--- config.mk ---
export PLATFORM = sky130hd
export DESIGN_NAME = fp16_to_fixed_pipe_flat
export DESIGN_NICKNAME = d
export VERILOG_FILES = /design/src/rtl/fp16_pkg.sv /design/src/rtl/fp16_to_fixed_pipe_if.sv /design/src/rtl/fp16_decode.sv /design/src/rtl/fp16_to_fixed_pipe.sv /design/src/flat_wrapper.sv
export SDC_FILE = /design/constraint.sdc
export NUM_CORES = 1
export LEC_CHECK = 0
export BUFFER_PORTS_ARGS = -buffer_cell sky130_fd_sc_hd__buf_2
export CAP_MARGIN = 25
export CORE_UTILIZATION = 40
export DETAILED_ROUTE_END_ITERATION = 10
export HOLD_SLACK_MARGIN = 0.03
export PLACE_DENSITY_LB_ADDON = 0.15
export SKIP_CTS_REPAIR_TIMING = 1
export SLEW_MARGIN = 20
export SYNTH_ARGS = -nofsm -noshare
export SYNTH_HDL_FRONTEND = slang
export SYNTH_SLANG_ARGS = --single-unit
--- constraint.sdc ---
create_clock -name clk -period 3.9 [get_ports clk]
set_clock_uncertainty 0.2 [all_clocks]
set_input_delay 0.195 -clock clk [delete_from_list [all_inputs] [get_ports clk]]
set_output_delay 0.195 -clock clk [all_outputs]
set_load 0.02 [all_outputs]
--- src/rtl/fp16_pkg.sv ---
// FP16 field layout, classification type and shared constants for the FP16 to
// fixed-point converter.
package fp16_pkg;

  localparam int EXP_W    = 5;
  localparam int MAN_W    = 10;
  localparam int EXP_BIAS = 15;
  localparam int EXP_MAX  = 31;
  localparam int SIG_W    = MAN_W + 1;
  localparam int SHIFT_W  = 7;

  typedef enum logic [2:0] {
    ZERO,
    SUBNORM,
    NORMAL,
    INF,
    NAN
  } fp16_class_t;

endpackage

--- src/rtl/fp16_to_fixed_pipe_if.sv ---
// Input/output streaming bundle of the converter: FP16 word in, fixed-point result
// plus status flags out, each side with its own valid/ready pair.
interface fp16_to_fixed_pipe_if #(
  parameter int OUT_W = 16
);

  logic             in_valid;
  logic             in_ready;
  logic [15:0]      in_data;
  logic             out_valid;
  logic             out_ready;
  logic [OUT_W-1:0] out_data;
  logic             out_ovf;
  logic             out_nan;
  logic             out_inexact;

  modport master (
    output in_valid, in_data, out_ready,
    input  in_ready, out_valid, out_data, out_ovf, out_nan, out_inexact
  );

  modport slave (
    input  in_valid, in_data, out_ready,
    output in_ready, out_valid, out_data, out_ovf, out_nan, out_inexact
  );

endinterface

--- src/rtl/fp16_decode.sv ---
// Combinational FP16 classifier: splits the word into sign, 11-bit significand and
// the signed shift that aligns the significand to the output binary point.
module fp16_decode
  import fp16_pkg::*;
#(
  parameter int FRAC_W = 0
) (
  input  logic [15:0]               in_data,
  output fp16_class_t               cls,
  output logic                      sign,
  output logic [SIG_W-1:0]          sig,
  output logic signed [SHIFT_W-1:0] shift
);

  logic [EXP_W-1:0] exp_f;
  logic [MAN_W-1:0] man_f;
  logic [EXP_W-1:0] exp_eff;

  always_comb begin
    sign    = in_data[15];
    exp_f   = in_data[14:10];
    man_f   = in_data[9:0];
    // Subnormals share the scale of exponent 1, only without the hidden bit.
    exp_eff = (exp_f == '0) ? EXP_W'(1) : exp_f;
    sig     = {exp_f != '0, man_f};
    shift   = SHIFT_W'(int'(exp_eff) - EXP_BIAS - MAN_W + FRAC_W);
    if (exp_f == EXP_W'(EXP_MAX)) begin
      cls = (man_f != '0) ? NAN : INF;
      sig = '0;
    end else if (exp_f == '0) begin
      cls = (man_f == '0) ? ZERO : SUBNORM;
    end else begin
      cls = NORMAL;
    end
  end

endmodule

--- src/rtl/fp16_to_fixed_pipe.sv ---
// Three-stage FP16 to signed fixed-point converter with rounding, saturation,
// status flags, global-stall flow control and a saturation event counter.
module fp16_to_fixed_pipe
  import fp16_pkg::*;
#(
  parameter int OUT_W  = 16,
  parameter int FRAC_W = 0,
  parameter int ROUND  = 0
) (
  input  logic                clk,
  input  logic                rst,
  fp16_to_fixed_pipe_if.slave bus,
  input  logic                clr_cnt,
  output logic [15:0]         sat_cnt
);

  // 24 fraction bits hold the deepest right shift (smallest subnormal, FRAC_W=0);
  // 48 integer bits hold the widest left shift (largest normal, FRAC_W=30).
  localparam int FRAC_X = 24;
  localparam int MAG_W  = 48;
  localparam int EXT_W  = MAG_W + FRAC_X;
  localparam logic [MAG_W-1:0] POS_LIM = (MAG_W'(1) << (OUT_W - 1)) - MAG_W'(1);
  localparam logic [MAG_W-1:0] NEG_LIM = MAG_W'(1) << (OUT_W - 1);

  function automatic logic [MAG_W-1:0] round_mag(input logic [MAG_W-1:0] mag,
                                                 input logic guard);
    return (ROUND != 0 && guard) ? mag + MAG_W'(1) : mag;
  endfunction

  function automatic logic signed [OUT_W-1:0] saturate(input logic sign,
                                                       input logic ovf,
                                                       input logic nan,
                                                       input logic [OUT_W-1:0] mag);
    logic signed [OUT_W-1:0] max_v;
    max_v = {1'b0, {(OUT_W - 1){1'b1}}};
    if (nan) return '0;
    if (ovf) return sign ? ~max_v : max_v;
    return sign ? -$signed(mag) : $signed(mag);
  endfunction

  logic stall;
  assign stall        = bus.out_valid & ~bus.out_ready;
  assign bus.in_ready = ~stall;

  // S1: decode and classify
  fp16_class_t               cls_s1;
  logic                      sign_s1;
  logic [SIG_W-1:0]          sig_s1;
  logic signed [SHIFT_W-1:0] shift_s1;

  fp16_decode #(.FRAC_W(FRAC_W)) u_decode (
    .in_data (bus.in_data),
    .cls     (cls_s1),
    .sign    (sign_s1),
    .sig     (sig_s1),
    .shift   (shift_s1)
  );

  logic                      vld_p0;
  fp16_class_t               cls_p0;
  logic                      sign_p0;
  logic [SIG_W-1:0]          sig_p0;
  logic signed [SHIFT_W-1:0] shift_p0;

  // S2: barrel shift, guard/sticky, rounding, overflow detection
  logic [EXT_W-1:0]   base_s2;
  logic [SHIFT_W-1:0] amt_s2;
  logic [EXT_W-1:0]   ext_s2;
  logic [MAG_W-1:0]   mag_raw_s2;
  logic [FRAC_X-1:0]  frac_s2;
  logic [MAG_W-1:0]   mag_s2;
  logic               ovf_s2;
  logic               nan_s2;
  logic               inexact_s2;

  always_comb begin
    base_s2    = EXT_W'(sig_p0) << FRAC_X;
    amt_s2     = shift_p0[SHIFT_W-1] ? SHIFT_W'(-shift_p0) : SHIFT_W'(shift_p0);
    ext_s2     = shift_p0[SHIFT_W-1] ? (base_s2 >> amt_s2) : (base_s2 << amt_s2);
    mag_raw_s2 = ext_s2[EXT_W-1:FRAC_X];
    frac_s2    = ext_s2[FRAC_X-1:0];
    mag_s2     = round_mag(mag_raw_s2, frac_s2[FRAC_X-1]);
    // The negative bound is one larger in magnitude than the positive one.
    ovf_s2     = mag_s2 > (sign_p0 ? NEG_LIM : POS_LIM);
    nan_s2     = 1'b0;
    case (cls_p0)
      INF: ovf_s2 = 1'b1;
      NAN: begin
        ovf_s2 = 1'b0;
        nan_s2 = 1'b1;
      end
      default: ;
    endcase
    inexact_s2 = (|frac_s2) & ~ovf_s2 & ~nan_s2;
  end

  logic             vld_p1;
  logic             sign_p1;
  logic [OUT_W-1:0] mag_p1;
  logic             ovf_p1;
  logic             nan_p1;
  logic             inexact_p1;

  always_ff @(posedge clk) begin
    if (!stall) begin
      cls_p0     <= cls_s1;
      sign_p0    <= sign_s1;
      sig_p0     <= sig_s1;
      shift_p0   <= shift_s1;
      sign_p1    <= sign_p0;
      mag_p1     <= mag_s2[OUT_W-1:0];
      ovf_p1     <= ovf_s2;
      nan_p1     <= nan_s2;
      inexact_p1 <= inexact_s2;
    end
  end

  // S3: negation, saturation, flag assembly into the registered outputs
  always_ff @(posedge clk or posedge rst) begin
    if (rst) begin
      vld_p0          <= 1'b0;
      vld_p1          <= 1'b0;
      bus.out_valid   <= 1'b0;
      bus.out_data    <= '0;
      bus.out_ovf     <= 1'b0;
      bus.out_nan     <= 1'b0;
      bus.out_inexact <= 1'b0;
    end else if (!stall) begin
      vld_p0        <= bus.in_valid;
      vld_p1        <= vld_p0;
      bus.out_valid <= vld_p1;
      if (vld_p1) begin
        bus.out_data    <= saturate(sign_p1, ovf_p1, nan_p1, mag_p1);
        bus.out_ovf     <= ovf_p1;
        bus.out_nan     <= nan_p1;
        bus.out_inexact <= inexact_p1;
      end
    end
  end

  always_ff @(posedge clk or posedge rst) begin
    if (rst) begin
      sat_cnt <= '0;
    end else if (clr_cnt) begin
      sat_cnt <= '0;
    end else if (bus.out_valid && bus.out_ready && bus.out_ovf && sat_cnt != 16'hFFFF) begin
      sat_cnt <= sat_cnt + 16'd1;
    end
  end

endmodule

--- src/flat_wrapper.sv ---
// flat-port wrapper written by rule: the top's interface ports become plain ports
module fp16_to_fixed_pipe_flat import fp16_pkg::*;
#(
  parameter int OUT_W  = 16,
  parameter int FRAC_W = 0,
  parameter int ROUND  = 0
)
  (clk, rst, clr_cnt, sat_cnt, bus_in_valid, bus_in_data, bus_out_ready, bus_in_ready, bus_out_valid, bus_out_data, bus_out_ovf, bus_out_nan, bus_out_inexact);
  fp16_to_fixed_pipe_if #(.OUT_W(OUT_W)) bus_i ();
  input  logic clk;
  input  logic rst;
  input  logic clr_cnt;
  output logic [15:0] sat_cnt;
  input wire logic [$bits(bus_i.in_valid)-1:0] bus_in_valid;
  input wire logic [$bits(bus_i.in_data)-1:0] bus_in_data;
  input wire logic [$bits(bus_i.out_ready)-1:0] bus_out_ready;
  output wire logic [$bits(bus_i.in_ready)-1:0] bus_in_ready;
  output wire logic [$bits(bus_i.out_valid)-1:0] bus_out_valid;
  output wire logic [$bits(bus_i.out_data)-1:0] bus_out_data;
  output wire logic [$bits(bus_i.out_ovf)-1:0] bus_out_ovf;
  output wire logic [$bits(bus_i.out_nan)-1:0] bus_out_nan;
  output wire logic [$bits(bus_i.out_inexact)-1:0] bus_out_inexact;
  assign bus_i.in_valid = bus_in_valid;
  assign bus_i.in_data = bus_in_data;
  assign bus_i.out_ready = bus_out_ready;
  assign bus_in_ready = bus_i.in_ready;
  assign bus_out_valid = bus_i.out_valid;
  assign bus_out_data = bus_i.out_data;
  assign bus_out_ovf = bus_i.out_ovf;
  assign bus_out_nan = bus_i.out_nan;
  assign bus_out_inexact = bus_i.out_inexact;
  fp16_to_fixed_pipe #(.OUT_W(OUT_W), .FRAC_W(FRAC_W), .ROUND(ROUND)) u_core (.clk(clk), .rst(rst), .bus(bus_i), .clr_cnt(clr_cnt), .sat_cnt(sat_cnt));
endmodule
Word-level counts from Yosys, hierarchy flattened
Cells that the tools add are included.
{ "op_classes": {"add_sub_neg": 5, "n_lt_le_gt_ge": 1, "n_eq_ne": 4, "shift": 2, "mux": 25, "n_bitwise": 7, "reduce_logical": 10} }
{ "ops": {"columns": ["cell", "n"], "rows": [
  ["2-to-1 mux 16 bit", 9],
  ["2-to-1 mux 72 bit", 1],
  ["left shift 35 x 7 -> 72 bit", 1],
  ["right shift 35 x 7 -> 72 bit", 1],
  ["greater-than comparator 48 bit", 1],
  ["OR reduction 24 bit", 1],
  ["adder 16 x 1 -> 16 bit, second input constant", 1],
  ["!= test 16 bit, second input constant", 1],
  ["negation 16 bit", 1],
  ["zero test 10 bit", 1],
  ["nonzero test 10 bit", 1],
  ["2-to-1 mux 1 bit", 9],
  ["2-to-1 mux 7 bit", 1],
  ["negation 7 bit", 1],
  ["subtractor 6 x 5 -> 7 bit, second input constant", 1],
  ["2-to-1 mux 3 bit", 2],
  ["subtractor 5 x 4 -> 6 bit, second input constant", 1],
  ["== test 5 bit, second input constant", 1],
  ["zero test 5 bit", 1],
  ["2-to-1 mux 5 bit", 1],
  ["nonzero test 5 bit", 1],
  ["inverter 1 bit", 4],
  ["AND 1 bit", 3],
  ["== test 3 x 2 -> 1 bit, second input constant", 1],
  ["6 further kinds", 8]
]} }
{ "totals": {"reg_bits": 80, "input_bits": 21} }

Logic depth before layout (Yosys ltp)
{ "depth": {"ltp_word": 9, "ltp_mapped": 19} }

Cells and area by module
A second synthesis with hierarchy kept.
{ "hier_totals": {"hier_cells": 600, "area_unflattened_um2": 5713.0} }
{ "modules_own_cells": {"columns": ["module", "n_inst", "cells_each", "area_each_um2", "seq_area_each_um2"], "rows": [
  ["fp16_to_fixed_pipe", 1, 539, 5295.1, 2212.1],
  ["fp16_decode", 1, 61, 417.9, 0.0]
]} }

Worst setup path after synthesis
No wires, ideal clock.
{ "synth_timing": {"path_kind": "reg-to-reg", "startpoint": "register u_core.shift_p0[0]", "endpoint": "register u_core.inexact_p1, data pin", "t_arrival_ns": 3.461, "setup_slack_ns": -0.019, "path_stages_with_launch": 19, "synth_period_minus_slack_ns": 3.919, "cell_sequence": "edfxtp_1 inv_2 ha_1 nand2b_1 xor2_1 buf_2 clkbuf_1 clkbuf_1 o21ai_0 a21oi_1 nor3_1 ha_1 nand4_1 a2111oi_0 nor2_1 o211a_1 o221ai_1 a31oi_1 nor2b_1"} }
{ "synth_via": {"elab_chain_cells": 9, "elab_cells_between_ends": 11, "cone_classes": "add/sub: 1; order compare: 1; shift: 2; mux: 3; bitwise: 3; reduce/logical: 1"} }
{ "synth_lines": {"columns": ["item", "line_no", "rtl"], "rows": [
  ["from (decl)", "fp16_to_fixed_pipe.sv:63", "logic signed [SHIFT_W-1:0] shift_p0;"],
  ["from (signal assigned)", "fp16_to_fixed_pipe.sv:109", "shift_p0 <= shift_s1;"],
  ["negation 7 bit", "fp16_to_fixed_pipe.sv:78", "amt_s2 = shift_p0[SHIFT_W-1] ? SHIFT_W'(-shift_p0) : SHIFT_W'(shift_p0);"],
  ["2-to-1 mux 7 bit (*)", "fp16_to_fixed_pipe.sv:78", null],
  ["left shift 35 x 7 -> 72 bit / right shift 35 x 7 -> 72 bit (equally long branches)", "fp16_to_fixed_pipe.sv:79", "ext_s2 = shift_p0[SHIFT_W-1] ? (base_s2 >> amt_s2) : (base_s2 << amt_s2);"],
  ["2-to-1 mux 72 bit (*)", "fp16_to_fixed_pipe.sv:79", null],
  ["net u_core.ext_s2[30]", "fp16_to_fixed_pipe.sv:68", "logic [EXT_W-1:0] ext_s2;"],
  ["greater-than comparator 48 bit (*)", "fp16_to_fixed_pipe.sv:84", "ovf_s2 = mag_s2 > (sign_p0 ? NEG_LIM : POS_LIM);"],
  ["case mux 1 bit (2 select lines) (*)", "fp16_to_fixed_pipe.sv:86", "case (cls_p0)"],
  ["inverter 1 bit (*)", "fp16_to_fixed_pipe.sv:94", "inexact_s2 = (|frac_s2) & ~ovf_s2 & ~nan_s2;"],
  ["AND 1 bit (*) (2 in series)", "fp16_to_fixed_pipe.sv:94", null],
  ["net u_core.inexact_s2", "fp16_to_fixed_pipe.sv:74", "logic inexact_s2;"],
  ["to (signal assigned)", "fp16_to_fixed_pipe.sv:114", "inexact_p1 <= inexact_s2;"],
  ["to (decl)", "fp16_to_fixed_pipe.sv:102", "logic inexact_p1;"]
]} }
The timed path passes the listed nets; every way through them passes the cells marked *.
A chain may end at the register's enable or synchronous reset.

Final worst setup path
{ "layout_timing": {"startpoint": "register u_core.shift_p0[0]", "endpoint": "register u_core.ovf_p1, data pin"} }
{ "layout_via": {"elab_chain_cells": 6, "elab_cells_between_ends": 7, "cone_classes": "add/sub: 1; order compare: 1; shift: 2; mux: 3"} }
{ "layout_lines": {"columns": ["item", "line_no", "rtl"], "rows": [
  ["negation 7 bit", "fp16_to_fixed_pipe.sv:78", null],
  ["2-to-1 mux 7 bit (*)", "fp16_to_fixed_pipe.sv:78", null],
  ["left shift 35 x 7 -> 72 bit / right shift 35 x 7 -> 72 bit (equally long branches)", "fp16_to_fixed_pipe.sv:79", null],
  ["2-to-1 mux 72 bit (*)", "fp16_to_fixed_pipe.sv:79", null],
  ["greater-than comparator 48 bit (*)", "fp16_to_fixed_pipe.sv:84", null],
  ["case mux 1 bit (2 select lines) (*)", "fp16_to_fixed_pipe.sv:86", null],
  ["net u_core.ovf_s2", "fp16_to_fixed_pipe.sv:72", "logic ovf_s2;"],
  ["to (signal assigned)", "fp16_to_fixed_pipe.sv:112", "ovf_p1 <= ovf_s2;"],
  ["to (decl)", "fp16_to_fixed_pipe.sv:100", "logic ovf_p1;"]
]} }
Marked as above.

==> summary.txt <==
DRT iter0 DRCs: 318
Die Width: 119.8 µm
Netlist Area Pre-Place: 5554 µm²
Largest family of logic cells by synthesized area: simple AND/OR/NAND/NOR gates
Final critical-path share of the clock period: 99.83%
Post-Syn Instances: 599
CP max-delay cell: edfxtp_1
Worst Hold End: u_core.sig_p0[10]
Dpl ws: -0.1014 ns
FILL cells: 1,269
Die H: 119.8 µm
Area Growth Syn to Fin: 26.90%
R2r setup slk: 0.007 ns
Final Hold Fails: 0
Critical Path Fanout Max: 7
Final nets: 740
Clock Power Share: 21.4%
Worst-path clk slew: 0.06 ns
Hold depth: 3
Simple-gate share of the synthesized area: 20.61%
Most frequent cell after synthesis: nor2_1
Total CTS buffers: 9
CORE AREA: 13,400 µm²
Reg area: 2212 µm²
Max Buffers Root-to-Sink: 2
Xor/xnor share of the synthesized area: 5.835%
Final Routed Wirelength: 14.49 mm
Reg power frac: 30.7%
Util after Layout: 52.60%
Detail Route met3 WL: 536 µm
CTS tree: built
Tot Pwr: 4.228 mW
Worst EP required: 3.77 ns
Fraction of layout cells with a size suffix above 1: 26.17%
Max_cap viols: 0
Largest cells by area after synthesis: edfxtp_1 (23%), dfrtp_1 (17%), mux2i_1 (6.1%), nor2_1 (5.0%), ha_1 (4.7%)
M1 WL: 6.311 mm
Internal power: 2.531 mW
Synth warn: 0
Lkg Pwr: 2.973 nW
Final Max Slew Viols: 0
Worst setup margin: 0.006617 ns
Initial core utilization: 41.45%
Crit Path Category: reg -> reg
Switch share: 40.14%
PwrDens: 600.0 nW/µm²
PortBufs: 57
Synth Flop Type: edfxtp_1
Critical Path Source Type: flop
Worst r2r src: u_core.shift_p0[0]
Vias: 4,927
Wire length per cell: 16.49 µm
Row cnt: 42
Tot GR Track Use: 20.10%
Synthesized area per cell: 9.272 µm²
Post-synth EDFFs: 42
Compound-gate portion of the synthesized area: 14.55%
Met2 WL: 7.187 mm
Slew at the pin with the worst max-slew slack: 0.7895 ns
Combinational share of power: 48.0%
Register-to-Register Path Depth: 16
Outcome: finished, final reports clean
Synth cell count leaders: nor2_1 (74), nand2_1 (54), edfxtp_1 (42)
1st-pass router iterations: 4
Synth cell types: 62
Slew margin rel.: 47.17%
IR drop worst, VDD: 0.0002837 V
Synth top area share: 22.71%
Synth Area in Adders: 4.731%
Routability Congestion: 0.8791
Post-detail-place hpwl: 10.59 mm
Clock H-tree levels: 3
Grt ovf: 0
Via density: 5.605
Crit. End Element: flop
Unrepaired setup endpoints after global routing: true
Yosys top cell by area: edfxtp_1
Mapped Nets: 641
First-pass GRT wire length: 22.62 mm
Clock tree root buffer cell: clkbuf_16
Later-pin clock latency in the skew report: 0.35 ns
Arrival time worst endpoint: 3.76 ns
Largest net degree at the start of global routing: 47
CTS Sinks: 80
DR DRC count: 0
Min Tclk post-route: 3.893 ns
RR Endpoint: u_core.ovf_p1
Worst hold path startpoint: bus_in_data[10]
Initial antenna violation count: 0
Multi-input gate area: 3367 µm²
Die ar.: 14,360 µm²
Number of global-route vias before repair: 4,695
Register area share after synthesis: 39.83%
Slowest stage delay, CP: 0.42 ns
Net switching power: 1.697 mW
Mux cell area share after synthesis: 10.66%
Critical path, cell by cell: inv_2 > ha_4 > mux2_4 > mux4_2 > and3_4 > a311o_1 > a22oi_2 > ha_2 > nor2b_1 > o211ai_1 > a2111oi_4 > nor2_1 > o211a_1 > o221ai_2 > a31oi_2 > a21oi_1
DR top layer: met4
Top Ports: 58
Final antenna-violating net count: 0
Final setup viols: 0
FFs w/ async S/R, synth: 47.50%
Seq cells post-synth: 80
Max Clk Rate: 256.8 MHz
Antenna cells: 0
Hold_ws: 0.03633 ns
Hold Path Class: in -> reg
critical path, delay by kind of cell, from the launching register on:
family,cells,cell delay (ns)
compound gates,8,1.45
fa+ha+maj,2,0.41
mux,2,0.70
buf+inv,1,0.10
simple gates,3,0.33
flops,1,0.42
power by group through the flow:
| stage | clock (mW) | combinational (mW) | sequential (mW) |
|---|---|---|---|
| 2_1_floorplan | 0 | 1.12 | 1.37 |
| 3_3_place_gp | 0 | 1.82 | 1.31 |
| 3_5_place_dp | 0 | 1.82 | 1.32 |
| 4_1_cts | 0.923 | 1.83 | 1.30 |
| 5_1_grt | 0.952 | 2.20 | 1.33 |
| 6_report | 0.905 | 2.03 | 1.30 |
sequential cells by signal, indices dropped and copies added (netlist names):
register	count
u_core.sign_p1	1
u_core.shift_p0	7
u_core.bus.out_data	16
u_core.sig_p0	11
u_core.bus.out_nan	1
u_core.vld_p1	1
u_core.sat_cnt	16
u_core.bus.out_inexact	1
u_core.cls_p0	3
u_core.bus.out_valid	1
u_core.vld_p0	1
u_core.bus.out_ovf	1
u_core.nan_p1	1
u_core.ovf_p1	1
u_core.mag_p1	16
u_core.sign_p0	1
u_core.inexact_p1	1
stage by stage:
stage | std cells | area (µm²) | setup TNS [ns]
after floorplan | 599 | 5555 | 0
final | 879 | 7048 | 0
after global routing | 879 | 7048 | -0.3189
after detailed placement | 842 | 6306 | -0.1722
after CTS | 858 | 6621 | -0.1444
after global placement | 842 | 6306 | -0.05216
cell usage in the layout (no fill, tap or decap), types with 13 or more instances in the layout:
master	netlist	routed
nor2_1	74	73
a21oi_1	31	27
xnor2_1	20	18
mux2i_1	34	24
nand3_1	13	13
nor2b_1	21	20
xor2_1	17	16
dlygate4sd3_1	0	14
o21ai_0	40	36
nand4_1	13	13
ha_1	21	19
buf_4	2	45
buf_2	9	57
nand2_1	54	54
inv_1	14	13
nor3_1	15	14
dfrtp_1	38	38
edfxtp_1	42	42
worst max-delay path by stage:
| stage | to | startpoint | slack [ns] | cells after the start |
|---|---|---|---|---|
| finish | u_core.ovf_p1 | u_core.shift_p0[0] | 0.007 | 16 |
| global route | u_core.ovf_p1 | u_core.shift_p0[0] | -0.19 | 16 |
| CTS | u_core.inexact_p1 | u_core.shift_p0[0] | -0.09 | 17 |
| detailed placement | u_core.inexact_p1 | u_core.shift_p0[0] | -0.10 | 17 |
| global placement | u_core.inexact_p1 | u_core.shift_p0[0] | -0.04 | 17 |
| floorplan | u_core.inexact_p1 | u_core.shift_p0[0] | 0.07 | 18 |
cell type report:
type	count	area share [%]
multi-input cells	469	47.77
flip-flops and latches	80	31.39
repair buffers	123	12.44
clock buffers	10	3.551
well taps	176	3.124
clock inverters	6	0.9231
inverters	15	0.7989
cells by family after synthesis:
| group | after synthesis |
|---|---|
| AOI/OAI and AO/OA | 127 |
| xor gates and xnor gates | 37 |
| adders and majority gates | 21 |
| buffers and inverters | 51 |
| DFF | 80 |
| muxes | 48 |
| and+or+nand+nor | 235 |
per-layer routing:
metal	GRT usage, %	up-vias
met4	12.34	0
met2	34.03	141
met1	24.02	2357
met3	2.947	30
li1	-	2399
met5	0	-
(Power assumes the default switching activity.)
